File: config.mk
export PLATFORM = sky130hd
export DESIGN_NAME = fpu_seq_param_flat
export DESIGN_NICKNAME = d
export VERILOG_FILES = /design/src/rtl/fpu_seq_param_if.sv /design/src/rtl/fpu_seq_param.sv /design/src/flat_wrapper.sv
export SDC_FILE = /design/constraint.sdc
export NUM_CORES = 1
export LEC_CHECK = 0
export ABC_CLOCK_PERIOD_IN_PS = 13510
export CAP_MARGIN = 20
export CORE_MARGIN = 3
export CORE_UTILIZATION = 40
export CTS_CLUSTER_DIAMETER = 50
export DETAILED_ROUTE_END_ITERATION = 16
export PLACE_DENSITY_LB_ADDON = 0.08
export SYNTH_ARGS = -nofsm -noshare
export SYNTH_HDL_FRONTEND = slang
export SYNTH_SLANG_ARGS = --single-unit
export TNS_END_PERCENT = 30
File: constraint.sdc
create_clock -name clk -period 13.51 [get_ports clk]
set_input_delay 4.053 -clock clk [delete_from_list [all_inputs] [get_ports clk]]
set_output_delay 4.053 -clock clk [all_outputs]
set_load 0.05 [all_outputs]
File: src/rtl/fpu_seq_param_if.sv
// rtl/fpu_seq_param_if.sv - operand/result handshake bundle for fpu_seq_param
interface fpu_seq_param_if #(
    parameter int EXP_W = 8,
    parameter int MAN_W = 23
);
    localparam int W = 1 + EXP_W + MAN_W;

    logic         in_valid;
    logic         in_ready;
    logic [1:0]   operation;
    logic [W-1:0] a_fpn;
    logic [W-1:0] b_fpn;
    logic         out_valid;
    logic         out_ready;
    logic [W-1:0] out;
    logic [3:0]   flags;

    modport master (
        output in_valid, operation, a_fpn, b_fpn, out_ready,
        input  in_ready, out_valid, out, flags
    );

    modport slave (
        input  in_valid, operation, a_fpn, b_fpn, out_ready,
        output in_ready, out_valid, out, flags
    );
endinterface

File: src/rtl/fpu_seq_param.sv
// rtl/fpu_seq_param.sv - handshaked parametrised FPU, iterative mul/div, truncating rounding
module fpu_seq_param #(
    parameter int EXP_W = 8,
    parameter int MAN_W = 23
) (
    input  logic           clk,
    input  logic           rst,
    fpu_seq_param_if.slave bus
);
    localparam int W    = 1 + EXP_W + MAN_W;
    localparam int M    = MAN_W + 1;
    localparam int P    = 2 * M;
    localparam int EW   = EXP_W + 2;
    localparam int LZW  = $clog2(P) + 1;
    localparam int CW   = $clog2(M + 2) + 1;
    localparam int BIAS = (1 << (EXP_W - 1)) - 1;
    localparam int EMAX = (1 << EXP_W) - 1;

    localparam logic [1:0] OP_ADD = 2'b00;
    localparam logic [1:0] OP_SUB = 2'b01;
    localparam logic [1:0] OP_MUL = 2'b10;
    localparam logic [1:0] OP_DIV = 2'b11;

    localparam logic [3:0] F_INV = 4'b1000;
    localparam logic [3:0] F_DZ  = 4'b0100;
    localparam logic [3:0] F_OV  = 4'b0010;
    localparam logic [3:0] F_UF  = 4'b0001;

    localparam logic [W-1:0] QNAN = {1'b0, {EXP_W{1'b1}}, 1'b1, {(MAN_W-1){1'b0}}};

    typedef enum logic [2:0] {IDLE, PREP, ADD, ITER, NORM, DONE} state_t;

    function automatic logic [W-1:0] inf_word(input logic s);
        return {s, {EXP_W{1'b1}}, {MAN_W{1'b0}}};
    endfunction

    function automatic logic [W-1:0] zero_word(input logic s);
        return {s, {(W-1){1'b0}}};
    endfunction

    state_t               state, next_state;
    logic                 in_ready_c, out_valid_c;

    logic [1:0]           op_r;
    logic [W-1:0]         a_r, b_r;
    logic [W-1:0]         out_r;
    logic [3:0]           flags_r;
    logic                 res_sign;
    logic signed [EW-1:0] exp_r;
    logic [M:0]           sum_r;
    logic [P-1:0]         prod_r, mcand_r;
    logic [M-1:0]         mplier_r, divisor_r;
    logic [M:0]           rem_r, quo_r;
    logic [CW-1:0]        cnt_r;

    logic                 sa, sb, sb_eff;
    logic [EXP_W-1:0]     ea, eb;
    logic [MAN_W-1:0]     fa, fb;
    logic                 a_zero, b_zero, a_inf, b_inf, a_nan, b_nan;
    logic [M-1:0]         ma, mb;

    // Denormal inputs flush to signed zero by dropping the hidden bit.
    assign sa     = a_r[W-1];
    assign sb     = b_r[W-1];
    assign ea     = a_r[W-2 -: EXP_W];
    assign eb     = b_r[W-2 -: EXP_W];
    assign fa     = a_r[MAN_W-1:0];
    assign fb     = b_r[MAN_W-1:0];
    assign sb_eff = sb ^ (op_r == OP_SUB);
    assign a_zero = (ea == '0);
    assign b_zero = (eb == '0);
    assign a_inf  = (ea == '1) && (fa == '0);
    assign b_inf  = (eb == '1) && (fb == '0);
    assign a_nan  = (ea == '1) && (fa != '0);
    assign b_nan  = (eb == '1) && (fb != '0);
    assign ma     = a_zero ? '0 : {1'b1, fa};
    assign mb     = b_zero ? '0 : {1'b1, fb};

    logic         spec;
    logic [W-1:0] spec_word;
    logic [3:0]   spec_flags;

    always_comb begin
        spec       = 1'b0;
        spec_word  = '0;
        spec_flags = '0;
        if (a_nan || b_nan) begin
            spec = 1'b1; spec_word = QNAN; spec_flags = F_INV;
        end else begin
            case (op_r)
                OP_ADD, OP_SUB: begin
                    if (a_inf && b_inf && (sa != sb_eff)) begin
                        spec = 1'b1; spec_word = QNAN; spec_flags = F_INV;
                    end else if (a_inf) begin
                        spec = 1'b1; spec_word = inf_word(sa);
                    end else if (b_inf) begin
                        spec = 1'b1; spec_word = inf_word(sb_eff);
                    end
                end
                OP_MUL: begin
                    if ((a_zero && b_inf) || (a_inf && b_zero)) begin
                        spec = 1'b1; spec_word = QNAN; spec_flags = F_INV;
                    end else if (a_inf || b_inf) begin
                        spec = 1'b1; spec_word = inf_word(sa ^ sb);
                    end else if (a_zero || b_zero) begin
                        spec = 1'b1; spec_word = zero_word(sa ^ sb);
                    end
                end
                default: begin
                    if ((a_zero && b_zero) || (a_inf && b_inf)) begin
                        spec = 1'b1; spec_word = QNAN; spec_flags = F_INV;
                    end else if (a_inf) begin
                        spec = 1'b1; spec_word = inf_word(sa ^ sb);
                    end else if (b_zero) begin
                        spec = 1'b1; spec_word = inf_word(sa ^ sb); spec_flags = F_DZ;
                    end else if (a_zero || b_inf) begin
                        spec = 1'b1; spec_word = zero_word(sa ^ sb);
                    end
                end
            endcase
        end
    end

    // Order operands by magnitude so the aligned difference is never negative.
    logic             swap, sx, sy, sign_c;
    logic [EXP_W-1:0] ex, ey, diff;
    logic [M-1:0]     mx, my, my_sh;
    logic [M:0]       sum_c;

    always_comb begin
        swap   = {eb, mb} > {ea, ma};
        ex     = swap ? eb : ea;
        ey     = swap ? ea : eb;
        mx     = swap ? mb : ma;
        my     = swap ? ma : mb;
        sx     = swap ? sb_eff : sa;
        sy     = swap ? sa : sb_eff;
        diff   = ex - ey;
        my_sh  = my >> diff;
        sum_c  = (sx == sy) ? ({1'b0, mx} + {1'b0, my_sh}) : ({1'b0, mx} - {1'b0, my_sh});
        sign_c = ((sx != sy) && (sum_c == '0)) ? 1'b0 : sx;
    end

    logic                 rem_ge;
    assign rem_ge = (rem_r >= {1'b0, divisor_r});

    // Every source is placed so that exp_r describes a leading one at bit P-2.
    logic [P-1:0]         norm_in, norm_sh;
    logic [LZW-1:0]       lz;
    logic signed [EW-1:0] exp_n;
    logic [W-1:0]         norm_word;
    logic [3:0]           norm_flags;
    logic                 unused_norm;

    always_comb begin
        case (op_r)
            OP_MUL:  norm_in = prod_r;
            OP_DIV:  norm_in = {1'b0, quo_r, {(M-2){1'b0}}};
            default: norm_in = {sum_r, {(M-1){1'b0}}};
        endcase
        lz = '0;
        for (int i = 0; i < P; i++) begin
            if (norm_in[i]) lz = LZW'(P - 1 - i);
        end
        norm_sh    = norm_in << lz;
        exp_n      = exp_r + EW'(1) - EW'(lz);
        norm_word  = {res_sign, exp_n[EXP_W-1:0], norm_sh[P-2 -: MAN_W]};
        norm_flags = '0;
        if (norm_in == '0) begin
            norm_word = zero_word(res_sign);
        end else if (int'(exp_n) >= EMAX) begin
            norm_word = inf_word(res_sign); norm_flags = F_OV;
        end else if (int'(exp_n) <= 0) begin
            norm_word = zero_word(res_sign); norm_flags = F_UF;
        end
    end

    assign unused_norm = ^{norm_sh[P-1], norm_sh[M-2:0]};

    always_ff @(posedge clk) begin
        if (rst) state <= IDLE;
        else     state <= next_state;
    end

    always_comb begin
        next_state  = state;
        in_ready_c  = 1'b0;
        out_valid_c = 1'b0;
        case (state)
            IDLE: begin
                in_ready_c = 1'b1;
                if (bus.in_valid) next_state = PREP;
            end
            PREP: begin
                if (spec)          next_state = DONE;
                else if (!op_r[1]) next_state = ADD;
                else               next_state = ITER;
            end
            ADD:  next_state = NORM;
            ITER: if (cnt_r == CW'(1)) next_state = NORM;
            NORM: next_state = DONE;
            DONE: begin
                out_valid_c = 1'b1;
                if (bus.out_ready) next_state = IDLE;
            end
            default: next_state = IDLE;
        endcase
    end

    always_ff @(posedge clk) begin
        if (rst) begin
            out_r   <= '0;
            flags_r <= '0;
        end else begin
            case (state)
                IDLE: if (bus.in_valid) begin
                    op_r    <= bus.operation;
                    a_r     <= bus.a_fpn;
                    b_r     <= bus.b_fpn;
                    flags_r <= '0;
                end
                PREP: begin
                    exp_r     <= (op_r == OP_MUL) ? EW'(ea) + EW'(eb) - EW'(BIAS)
                                                  : EW'(ea) - EW'(eb) + EW'(BIAS);
                    res_sign  <= sa ^ sb;
                    prod_r    <= '0;
                    mcand_r   <= {{M{1'b0}}, ma};
                    mplier_r  <= mb;
                    rem_r     <= {1'b0, ma};
                    divisor_r <= mb;
                    quo_r     <= '0;
                    cnt_r     <= (op_r == OP_MUL) ? CW'(M) : CW'(M + 1);
                    if (spec) begin
                        out_r   <= spec_word;
                        flags_r <= spec_flags;
                    end
                end
                ADD: begin
                    sum_r    <= sum_c;
                    res_sign <= sign_c;
                    exp_r    <= EW'(ex);
                end
                ITER: begin
                    cnt_r <= cnt_r - CW'(1);
                    if (op_r == OP_MUL) begin
                        if (mplier_r[0]) prod_r <= prod_r + mcand_r;
                        mcand_r  <= mcand_r << 1;
                        mplier_r <= mplier_r >> 1;
                    end else begin
                        quo_r <= {quo_r[M-1:0], rem_ge};
                        rem_r <= (rem_ge ? (rem_r - {1'b0, divisor_r}) : rem_r) << 1;
                    end
                end
                NORM: begin
                    out_r   <= norm_word;
                    flags_r <= norm_flags;
                end
                default: ;
            endcase
        end
    end

    assign bus.in_ready  = in_ready_c;
    assign bus.out_valid = out_valid_c;
    assign bus.out       = out_r;
    assign bus.flags     = flags_r;
endmodule

File: src/flat_wrapper.sv
// flat-port wrapper written by rule: the top's interface ports become plain ports
module fpu_seq_param_flat 
#(
    parameter int EXP_W = 8,
    parameter int MAN_W = 23
)
  (clk, rst, bus_in_valid, bus_operation, bus_a_fpn, bus_b_fpn, bus_out_ready, bus_in_ready, bus_out_valid, bus_out, bus_flags);
  fpu_seq_param_if #(.EXP_W(EXP_W), .MAN_W(MAN_W)) bus_i ();
  input  logic clk;
  input  logic rst;
  input wire logic [$bits(bus_i.in_valid)-1:0] bus_in_valid;
  input wire logic [$bits(bus_i.operation)-1:0] bus_operation;
  input wire logic [$bits(bus_i.a_fpn)-1:0] bus_a_fpn;
  input wire logic [$bits(bus_i.b_fpn)-1:0] bus_b_fpn;
  input wire logic [$bits(bus_i.out_ready)-1:0] bus_out_ready;
  output wire logic [$bits(bus_i.in_ready)-1:0] bus_in_ready;
  output wire logic [$bits(bus_i.out_valid)-1:0] bus_out_valid;
  output wire logic [$bits(bus_i.out)-1:0] bus_out;
  output wire logic [$bits(bus_i.flags)-1:0] bus_flags;
  assign bus_i.in_valid = bus_in_valid;
  assign bus_i.operation = bus_operation;
  assign bus_i.a_fpn = bus_a_fpn;
  assign bus_i.b_fpn = bus_b_fpn;
  assign bus_i.out_ready = bus_out_ready;
  assign bus_in_ready = bus_i.in_ready;
  assign bus_out_valid = bus_i.out_valid;
  assign bus_out = bus_i.out;
  assign bus_flags = bus_i.flags;
  fpu_seq_param #(.EXP_W(EXP_W), .MAN_W(MAN_W)) u_core (.clk(clk), .rst(rst), .bus(bus_i));
endmodule
; ---- Yosys cells after proc, flatten, opt, wreduce, memory -nomap -nowiden
; Index checks and enable logic that the tools add are counted.
[word_totals]
regBits = 341
latch_bits = 0
ram_bits = 0
mem_bits_ro = 0
inputBits = 70
output_inout_bits = 38
wordCells = 226
mem_count = 0
[op_classes]
n_addsub = 12
mul = 0
div = 0
magnitude_cmp = 4
n_eq_ne = 21
n_shift = 2
n_mux = 126
bitwise_logic = 3
n_reduce_logical = 42
[op_table]
columns = operator, n
row1 = 2-to-1 mux 32 bit, 12
row2 = 2-to-1 mux 6 bit, 48
row3 = case mux 48 bit (2 select lines), 3
row4 = 2-to-1 mux 24 bit, 6
row5 = 2-to-1 mux 48 bit, 3
row6 = case mux 32 bit (2 select lines), 2
row7 = case mux 25 bit (2 select lines), 2
row8 = 2-to-1 mux 31 bit, 3
row9 = 2-to-1 mux 25 bit, 3
row10 = adder 48 bit, 1
row11 = zero test 48 bit, 1
row12 = case mux 24 bit (2 select lines), 1
row13 = << shifter 48 x 6 -> 47 bit, 1
row14 = zero test 23 bit, 2
row15 = nonzero test 23 bit, 2
row16 = 2-to-1 mux 4 bit, 9
row17 = > comparator 32 bit, 1
row18 = adder 24 x 24 -> 25 bit, 1
row19 = >= comparator 25 x 24 -> 1 bit, 1
row20 = zero test 25 bit, 1
row21 = subtractor 24 x 24 -> 25 bit, 1
row22 = right shift 24 x 8 -> 24 bit, 1
row23 = subtractor 24 bit, 1
row24 = case mux 10 bit (2 select lines), 1
row25 = other kinds (43), 103

; ---- Longest topological paths before layout
[depth]
ltp_word = 56
depth_mapped = 46
mapped_depth_nobuf = 41

; ---- Worst setup path after synthesis
; No wires, ideal clock.
[synth_timing]
path_kind = input to register
from = input port rst
to = register u_core.prod_r[0] (enable)
setup_ns = 0.409
arrival_ns = 9.323
t_required_ns = 13.101
path_slack_ns = 3.778
path_stages = 3
n_path_buf = 0
path_cell_list = or2_2 -> a21oi_1 -> o21a_1
[synth_between]
elab_chain_cells = 2
[synth_rtl]
columns = element, line_no
row1 = from (decl), flat_wrapper.sv:10  ; input logic rst;
row2 = NOT 1 bit (no source line), -
row3 = AND reduction 4 bit (no source line), -
row4 = to (signal assigned), fpu_seq_param.sv:246  ; if (mplier_r[0]) prod_r <= prod_r + mcand_r;
row5 = to (decl), fpu_seq_param.sv:51  ; logic [P-1:0] prod_r, mcand_r;
; Every way passes these cells.
; A chain may end at the register's enable or synchronous reset.

; ---- Final worst setup path
[layout_timing]
from = register u_core.b_r[27]
to = register u_core.res_sign, data pin
[layout_between]
elab_chain_cells = 12
elab_cells_between_ends = 20
classes_between = add/sub: 3 / order compare: 1 / eq/ne: 2 / shift: 1 / mux: 10 / reduce/logical: 3
[layout_rtl]
columns = element, line_no
row1 = from (decl), fpu_seq_param.sv:45  ; logic [W-1:0] a_r, b_r;
row2 = from (signal assigned), fpu_seq_param.sv:219  ; b_r <= bus.b_fpn;
row3 = zero test 8 bit *, fpu_seq_param.sv:71  ; assign b_zero = (eb == '0);
row4 = 2-to-1 mux 24 bit *, fpu_seq_param.sv:77  ; assign mb = b_zero ? '0 : {1'b1, fb};
row5 = named net u_core.mb[7], fpu_seq_param.sv:60  ; logic [M-1:0] ma, mb;
row6 = > comparator 32 bit, fpu_seq_param.sv:131  ; swap = {eb, mb} > {ea, ma};
row7 = "2-to-1 mux 8 bit, on equally long branches", "fpu_seq_param.sv:132, fpu_seq_param.sv:133"
row8 = subtractor 8 bit, fpu_seq_param.sv:138  ; diff = ex - ey;
row9 = right shift 24 x 8 -> 24 bit, fpu_seq_param.sv:139  ; my_sh = my >> diff;
row10 = subtractor 24 x 24 -> 25 bit / adder 24 x 24 -> 25 bit (equally long branches), fpu_seq_param.sv:140  ; sum_c = (sx == sy) ? ({1'b0, mx} + {1'b0, my_sh}) : ({1'b0, mx} - {1'b0, my_sh});
row11 = 2-to-1 mux 25 bit *, fpu_seq_param.sv:140
row12 = named net u_core.sum_c[8], fpu_seq_param.sv:128  ; logic [M:0] sum_c;
row13 = zero test 25 bit *, fpu_seq_param.sv:141  ; sign_c = ((sx != sy) && (sum_c == '0)) ? 1'b0 : sx;
row14 = logical AND 1 bit *, fpu_seq_param.sv:141
row15 = 2-to-1 mux 1 bit *, fpu_seq_param.sv:141
row16 = case mux 1 bit (2 select lines) *, fpu_seq_param.sv:215  ; case (state)
row17 = to (signal assigned), fpu_seq_param.sv:225  ; res_sign <= sa ^ sb;
row18 = to (signal assigned), fpu_seq_param.sv:240  ; res_sign <= sign_c;
row19 = to (decl), fpu_seq_param.sv:48  ; logic res_sign;
; Mark *: on every way through the listed nets, which the timed path passes. The rest lies on a longest branch.

==> run_results.csv <==
group,metric,value,unit
power_and_ir_drop,ir_worst_vdd,0.104,mV
power_and_ir_drop,p_switching,1.84,mW
floorplanning,die_x,262,microns
cells_and_area,layout_common_cells,"304 x nand2_1, 302 x edfxtp_1, 251 x nor2_1, 209 x o21ai_0, 197 x a21oi_1",
run,drv_cap,0,
sta,max_freq,84.9,MHz
sta,period_minus_slack,11.78,ns
floorplanning,die_h,262,microns
clock_tree,cts_hold_buffers,0,
min_path,whs_path_depth,1,
critical_path,end_kind,"flop",
power_and_ir_drop,cellInternalPower,2.87,mW
clock_tree,root_buffer,"clkbuf_16",
sta,setup_tns,0,ns
power_and_ir_drop,switching_share,39.1,%
route,drtIter0Drc,1858,
power_and_ir_drop,pwr-share-clk,29.0,%
floorplanning,ios,108,
cells_and_area,areaGrowthSynthToFinish,14.2,%
place,pre_cts_ws,1.85,ns
status,run_status,"complete, no violations",
critical_path,worstSetupPathType,"reg2reg",
cells_and_area,fin_nets,3178,
floorplanning,design.core.area,64700,sq um
sta,worst_slew_pin_slew,1.15,ns
place,placed_area,28200,sq um
route,avgRoutedWirePerCell,23.6,microns
yosys,synth.net_count,3101,
sta,slew_headroom,22.6,%
route,highest_layer,"met4",
grt,grt_pass1_vias,22400,
power_and_ir_drop,comb_power_share,41.8,%
critical_path,required,13.84,ns
yosys,synthCells,2861,
critical_path,slowest_delay,0.82,ns
yosys,synth_area_per_cell,9.18,sq um
route,dr.pass1.iters,5,
cells_and_area,finalInstanceArea,30000,sq um
yosys,ys_ff_latch,341,
clock_tree,postCtsSetupBuffers,0,
yosys,yosysWarnings,0,
route,met2WireLength,42000,microns
clock_tree,cts_buffer_depth,3,
grt,grt_antenna_before_repair,0,
floorplanning,die_area,68700,sq um
critical_path,crit_fanout,18,
power_and_ir_drop,pwr-share-seq,29.2,%
clock_tree,cts_resized,0,
power_and_ir_drop,p_per_area,157,nW/um^2
cells_and_area,layout_commonest_cell,"nand2_1",
cells_and_area,finalNonFillerCells,3832,
cells_and_area,drive_gt1_share,7.99,%
min_path,hold_path.class,"reg2reg",
critical_path,arrival,12.12,ns
sta,hold_viol_final,0,
grt,grt_usage,25.4,%
sta,finClkSkew,0.0211,ns
clock_tree,cts.sinks,341,
sta,layout_setup_ws,1.73,ns
clock_tree,worst_skew_pair.late_latency,0.61,ns
place,io_buffers,107,
power_and_ir_drop,power,4.71,mW
clock_tree,clk_pin_slew_worst_paths,0.05,ns
place,placed_cells,3738,
power_and_ir_drop,power_leakage,11.7,nW
route,wl_met1,41200,microns
cells_and_area,antenna_cells,0,
yosys,netlist_area,26300,sq um
yosys,synthDistinctLibCells,98,
yosys,yosysSeqAreaShare,37.5,%
route,ant_nets,0,
critical_path,reg2reg_depth,37,
place,dp_hpwl,69000,microns
clock_tree,cts_buffers,53,
floorplanning,fp-row-count,93,
sta,post-route-period-util,87.2,%
sta,final_max_slew_viol_count,0,
route,via_per_inst,5.92,
route,vias,22700,
yosys,synthFlopType,"edfxtp_1",
grt,grt_overflow_total,0,
sta,holdWs,0.450,ns
clock_tree,cts_tree,"yes",
grt,grt_pass1_wl,138000,microns
grt,grt_max_degree,79,
route,wl_met3,4220,microns
route,routed_wl,90300,microns
route,remaining_drc_errors,0,
cells_and_area,finish.utilization,46.3,%
floorplanning,start_util,40.6,%
yosys,synth_edf_count,302,
sta,rsz0062_at_grt,"no",
critical_path,crit_path_top_delay_cell,"o31ai_1",
clock_tree,h-tree-depth,2,
yosys,async_reset_ff_share,0,%
critical_path,start_kind,"flop",
sta,setup_viol_count_final,0,
place,place.gp.congestion,0.956,
-- cell type report --
cell class / count / area, sq um
Clock inverter: 33 / 378
Clock buffer: 61 / 1380
Fill cell: 6287 / 34700
Inverter: 132 / 495
Tap cell: 855 / 1070
Timing Repair Buffer: 148 / 1380
Multi-Input combinational cell: 2262 / 15400
Sequential cell: 341 / 9850
-- logic make-up (layout without fill, tap and decap cells) --
logic type               count (synthesis)  count (layout)  share of synthesized area [%]
flip-flops                             341             341                           37.5
AND/OR/NAND/NOR                        984             984                           18.0
multiplexers                           228             228                           9.86
XOR/XNOR                               130             130                           4.34
buffers and inverters                  258             374                           4.00
AO/OA/AOI/OAI                          750             750                           18.0
adder cells (fa/ha/maj)                170             170                           8.27
-- power by group through the flow --
stage               combinational, mW  clock, mW  sequential, mW
floorplan                        1.38          0            1.39
global placement                 1.92          0            1.39
detailed placement               1.93          0            1.39
CTS                              1.94       1.40            1.37
global route                     2.14       1.44            1.38
finish                           1.97       1.36            1.38
-- worst max-delay path: cells and delay by family, from the launching register on --
family                   cells  cell delay (ns)
adder cells (fa/ha/maj)      4             1.83
AND/OR/NAND/NOR             12             3.75
XOR/XNOR                     1             0.11
buffers and inverters        4             1.13
AO/OA/AOI/OAI               15             3.84
multiplexers                 1             0.33
flip-flops                   1             0.47
-- flip-flops by register name (all words and copies together), names as in the netlist, 6 cells and up --
name	flops
u_core.mplier_r	24
u_core.mcand_r	48
u_core.sum_r	25
u_core.exp_r	10
u_core.quo_r	25
u_core.a_r	32
u_core.b_r	32
u_core.bus.out	32
u_core.prod_r	48
u_core.divisor_r	24
u_core.rem_r	25
u_core.cnt_r	6
-- per-layer routing --
layer  GRT usage, %  up-vias
met1           35.0    11100
li1               -    10700
met4           8.54        0
met5              0        -
met2           41.9      691
met3           2.49      141
-- cell usage after synthesis (all sizes together) (12+ instances only) --
master | instances | area share (%)
inv | 130 | 1.9
mux2i | 174 | 6.6
mux4 | 21 | 1.8
nand2 | 306 | 4.4
ha | 164 | 7.8
and2 | 79 | 1.9
a221oi | 12 | 0.40
xnor2 | 78 | 2.6
nor3 | 67 | 1.3
a211oi | 38 | 1.1
o21a | 19 | 0.54
buf | 48 | 1.0
o211ai | 29 | 0.83
nand4 | 28 | 0.71
and3 | 20 | 0.50
o31ai | 19 | 0.54
o21ai | 220 | 4.2
nand2b | 37 | 0.88
nor4 | 39 | 1.1
nor2 | 257 | 3.7
a21oi | 200 | 3.8
or3 | 17 | 0.41
clkbuf | 78 | 1.1
edfxtp | 302 | 35
dfxtp | 39 | 3.0
nand3 | 67 | 1.3
or2 | 20 | 0.48
mux2 | 33 | 1.4
a21o | 40 | 1.1
o22ai | 16 | 0.38
xor2 | 52 | 1.7
a31oi | 25 | 0.62
o21bai | 26 | 0.74
nor2b | 18 | 0.43
-- final timing paths --
kind                     start                end  slack, ns
min          u_core.bus.out[6]  u_core.bus.out[6]       0.45
max             u_core.b_r[27]    u_core.res_sign       1.73
max reg2reg     u_core.b_r[27]    u_core.res_sign       1.73
min reg2reg  u_core.bus.out[6]  u_core.bus.out[6]       0.45
Power figures use the tool's default switching activity.
